## config.mk

```make
export PLATFORM = sky130hd
export DESIGN_NAME = pipe_elastic_buffer
export DESIGN_NICKNAME = d
export VERILOG_FILES = /design/src/rtl/pipe_elastic_buffer.sv
export SDC_FILE = /design/constraint.sdc
export NUM_CORES = 1
export LEC_CHECK = 0
export ABC_AREA = 1
export BUFFER_PORTS_ARGS = -buffer_cell sky130_fd_sc_hd__buf_2
export CORE_ASPECT_RATIO = 1.2
export CORE_UTILIZATION = 50
export DETAILED_ROUTE_END_ITERATION = 7
export GPL_TIMING_DRIVEN = 0
export PLACE_DENSITY_LB_ADDON = 0.3
export SETUP_SLACK_MARGIN = 0.1
export SLEW_MARGIN = 30
export SYNTH_ARGS = -nofsm -noshare
export SYNTH_HDL_FRONTEND = slang
export SYNTH_SLANG_ARGS = --single-unit
```

## constraint.sdc

```tcl
create_clock -name clk -period 2.1 [get_ports clk]
set_clock_uncertainty 0.1 [all_clocks]
set_input_delay 0.63 -clock clk [delete_from_list [all_inputs] [get_ports clk]]
set_output_delay 0.63 -clock clk [all_outputs]
set_load 0.1 [all_outputs]
```

## src/rtl/pipe_elastic_buffer.sv

```systemverilog
// Elastic FIFO between two pipeline stages: DEPTH entries of DATA_W-bit payload, with a valid/ready handshake on each side.
// Latency: an entry pushed on edge N is presented on out_data/out_valid after edge N. There is no same-cycle bypass.
// Backpressure: in_ready drops when full. With PASS_READY=1 it stays high while out_ready=1 (a combinational path).
//
// Ports:
//   clk                    rising-edge clock
//   reset                  asynchronous, active-low; clears pointers, count and storage
//   in_valid/in_ready/in_data     producer side handshake and payload
//   out_valid/out_ready/out_data  consumer side; out_data is the head entry, read combinationally
//   flush                  drops every entry on the next edge; this takes priority over push and pop
//   count                  number of valid entries, 0..DEPTH
module pipe_elastic_buffer #(
    parameter int DATA_W     = 64,
    parameter int DEPTH      = 2,
    parameter bit PASS_READY = 1'b0,
    parameter int CNT_W      = $clog2(DEPTH + 1)
) (
    input  logic              clk,
    input  logic              reset,
    input  logic              in_valid,
    output logic              in_ready,
    input  logic [DATA_W-1:0] in_data,
    output logic              out_valid,
    input  logic              out_ready,
    output logic [DATA_W-1:0] out_data,
    input  logic              flush,
    output logic [CNT_W-1:0]  count
);

    localparam int                PTR_W    = (DEPTH > 1) ? $clog2(DEPTH) : 1;
    localparam logic [PTR_W-1:0]  PTR_LAST = PTR_W'(DEPTH - 1);
    localparam logic [CNT_W-1:0]  CNT_FULL = CNT_W'(DEPTH);

    logic [DATA_W-1:0] mem [DEPTH];
    logic [PTR_W-1:0]  rd_ptr;
    logic [PTR_W-1:0]  wr_ptr;
    logic              push;
    logic              pop;

    // DEPTH need not be a power of two, so the pointer wraps explicitly at DEPTH-1.
    function automatic logic [PTR_W-1:0] ptr_inc(input logic [PTR_W-1:0] p);
        return (p == PTR_LAST) ? '0 : p + PTR_W'(1);
    endfunction

    assign out_valid = (count != '0);
    assign in_ready  = (count < CNT_FULL) | (PASS_READY & out_ready);
    assign out_data  = mem[rd_ptr];
    assign push      = in_valid & in_ready;
    assign pop       = out_valid & out_ready;

    // When the buffer is full and a push and a pop happen together, wr_ptr equals rd_ptr.
    // The new entry then lands in the slot being freed, and rd_ptr moves on to the next-oldest entry.
    always_ff @(posedge clk or negedge reset) begin
        if (!reset) begin
            rd_ptr <= '0;
            wr_ptr <= '0;
            count  <= '0;
            for (int i = 0; i < DEPTH; i++) begin
                mem[i] <= '0;
            end
        end else if (flush) begin
            // Storage is left as-is; only the bookkeeping is cleared.
            rd_ptr <= '0;
            wr_ptr <= '0;
            count  <= '0;
        end else begin
            if (push) begin
                mem[wr_ptr] <= in_data;
                wr_ptr      <= ptr_inc(wr_ptr);
            end
            if (pop) begin
                rd_ptr <= ptr_inc(rd_ptr);
            end
            if (push && !pop) begin
                count <= count + CNT_W'(1);
            end else if (pop && !push) begin
                count <= count - CNT_W'(1);
            end
        end
    end

`ifndef SYNTHESIS
    always @(posedge clk) begin
        if (reset) begin
            assert (count <= CNT_FULL)
                else $error("pipe_elastic_buffer: count %0d exceeds DEPTH", count);
            assert (out_valid == (count != '0))
                else $error("pipe_elastic_buffer: out_valid inconsistent with count");
            if (push) begin
                assert (!$isunknown(in_data))
                    else $error("pipe_elastic_buffer: X on in_data during push");
            end
        end
    end
`endif

endmodule

```

==> flow_summary_export.csv <==
group,metric,value,unit
run_status,status,"complete, but fails checks",
run_status,failed_checks,"setup timing",
clocking,clk_pin_slew,0.05,ns
setup_path,crit_buf_inv,4,
timing,layout_setup_ws,-0.189,ns
logic_synthesis,syn_inst,721,
placed_design,place_area,7310,µm²
pwr,p_leak,4.65,nW
placed_design,port_buffers,136,
pwr,p_clk_share,17.2,%
timing,timing_hold_violations_final,0,
cells_and_area,final_area,9090,µm²
die,dieArea,12500,µm²
global_route,grt_usage,27.9,%
cells_and_area,area_delta_synth_final,50.8,%
cells_and_area,n_fill_cell,746,
cells_and_area,num_antenna_cells,0,
die,die_x,102,µm
timing,clock.fmax,437,MHz
die,coreArea,11700,µm²
pwr,p_int,8.38,mW
logic_synthesis,synth-seq-area-share,54.8,%
clocking,clk_latency,0.41,ns
cells_and_area,final_common_cell,"nand2_1",
detailed_routing,drc_errors,0,
timing,tightest_slew,0.451,ns
timing,rsz0062_at_grt,"true",
clocking,h-tree-depth,4,
setup_path,critPathMaxFanout,10,
setup_path,crit_family,"buffers and inverters",
setup_path,crit_chain,"inv_2 > buf_8 > buf_8 > nand2_1 > nand2_4 > buf_12",
timing,max_slew_margin,69.9,%
setup_path,critPathArrivalTime,1.56,ns
global_route,antenna_found_initial,0,
timing,setup_viol,64,
placed_design,place_congestion,0.744,
die,initial_core_util,51.6,%
timing,period_minus_slack,2.29,ns
logic_synthesis,synth_warnings,0,
setup_path,cpMostUsedCell,"buf_8",
clocking,clock-root-buffer,"clkbuf_16",
pwr,comb_power_share,57.1,%
placed_design,place_hpwl,9.44,mm
cells_and_area,final_layout_size_suffix_gt1_share,39.5,%
detailed_routing,drt_iter0_drc,304,
pwr,power.net_switching,7.53,mW
logic_synthesis,synth-seq-cells,132,
setup_path,endpoint_kind,"primary output",
die,ioPinCount,137,
timing,final-max-slew-violation-count,0,
setup_path,critPathKind,"reg2out",
setup_path,max_stage_delay,0.40,ns
pwr,swShare,47.3,%
detailed_routing,viasPerCell,5.10,
logic_synthesis,synth_area_per_cell,8.36,µm²
die,fp.dieH,122,µm
clocking,cts_tree,"built",
min_path,hp-class,"in2async",
global_route,first_global_vias,5507,
die,num_rows,43,
pwr,ir_drop,1140,µV
global_route,grt_max_degree,76,
pwr,p_total,15.9,mW
detailed_routing,drt-wirelength-per-cell,15.5,µm
cells_and_area,multi_input_area,2580,µm²
job,max_cap_viol_count,0,
detailed_routing,wirelength,16.3,mm
pwr,cellPowerDensity,1750,nW/µm²
logic_synthesis,syn_nets,790,
clocking,clock_path_buffers,2,
setup_path,worstSetupStartpointType,"flip-flop",
setup_path,cp_slowest_cell,"dfrtp_1",
timing,finalCritPeriodShare,109,%
detailed_routing,ant_nets,0,
detailed_routing,first_pass_iters,4,
pwr,seqPwrFrac,25.7,%
logic_synthesis,netlist_area,6030,µm²
global_route,grt_remaining_overflow,0,
clocking,cts.sinks,132,
detailed_routing,vias,5372,
setup_path,cp.required,1.37,ns
clocking,numCtsBuffers,17,
cells_and_area,register_area,3310,µm²
cells_and_area,final_cell_mix,"255 x nand2_1, 130 x dfrtp_1, 78 x buf_2",
global_route,grt_pass1_wl,26.2,mm
cells_and_area,nNetsFinal,953,
logic_synthesis,synth.distinct_cells,16,
==> per-layer routing <==
layer  wire length, µm  track usage (%)
met2              8550             48.4
met1              6570             33.2
met4               382             11.1
met3               802             6.61
met5                 0                0
==> registers in the layout, summed over array words and instances, names as in the netlist <==
name / count
wr_ptr: 1
mem: 128
count: 2
rd_ptr: 1
==> power groups by stage <==
stage          Clock [mW]  Sequential (mW)  Combinational (mW)
5_1_grt              2.87             4.20                9.50
2_1_floorplan           0             4.02                5.98
6_report             2.74             4.08                9.09
3_3_place_gp            0             4.02                6.79
4_1_cts              2.75             4.05                8.96
3_5_place_dp            0             4.06                6.86
==> cells by family (layout without fill, tap and decap cells) <==
kind of cell           count (synthesis)  in the layout  share of synthesized area [%]
buffers and inverters                115            290                           9.24
AND/OR/NAND/NOR                      342            342                           21.6
flip-flops                           132            132                           54.8
AO/OA/AOI/OAI                        132            132                           14.4
==> per-stage QoR <==
step / instances / TNS, ns / worst slack [ns] / hold WS [ns] / util, %
4_1_cts: 1049 / -9.62 / -0.192 / 0.0457 / 77.3
6_report: 1053 / -8.74 / -0.189 / 0.0393 / 77.8
3_3_place_gp: 1014 / -217.38 / -1.92 / 0.365 / 62.3
3_5_place_dp: 1015 / -22.96 / -0.466 / 0.368 / 62.6
5_1_grt: 1053 / -13.73 / -0.250 / 0.0605 / 77.8
2_1_floorplan: 721 / -0.0840 / -0.0840 / 0.234 / -
==> layout make-up <==
type | count | share of cell area (%)
repair buffers | 144 | 19.4
multi-input cells | 474 | 28.4
clock inverters | 5 | 0.551
well taps | 157 | 2.16
inverters | 73 | 3.06
clock buffers | 26 | 5.38
plain buffers | 42 | 4.68
flip-flops and latches | 132 | 36.4
==> cells in the mapped netlist <==
cell	number	area share, %
a21oi_1	2	0.17
o21ai_2	55	8.0
buf_6	13	2.4
nand2_1	335	21
nand3_2	1	0.17
nor2_1	4	0.25
o21ai_1	68	5.6
inv_1	73	4.5
buf_2	13	1.1
o21ai_0	7	0.58
buf_4	3	0.37
dfrtp_1	132	55
buf_1	6	0.37
clkbuf_1	7	0.44
nor2_4	1	0.19
nand2_2	1	0.10
==> path summary, 6_finish.rpt <==
check	startpoint	slack, ns	endpoint	cells past startpoint
min	reset	0.04	mem[90]	1
max reg2reg	count[1]	0.42	mem[70]	7
min in group clk	in_data[7]	0.38	mem[7]	3
max	rd_ptr	-0.19	out_data[1]	6
min reg2reg	mem[97]	0.38	mem[97]	2
max in group asynchronous	reset	1.14	count[1]	2
==> what timing repair did <==
action / CTS / global route
pin swaps: 1 / 2
hold buffers: 0 / 0
endpoints found under the setup margin: 67 / 66
cloned: 1 / 0
resized for setup: 323 / 11
setup buffers: 2 / 4
Power figures use the tool's default switching activity.
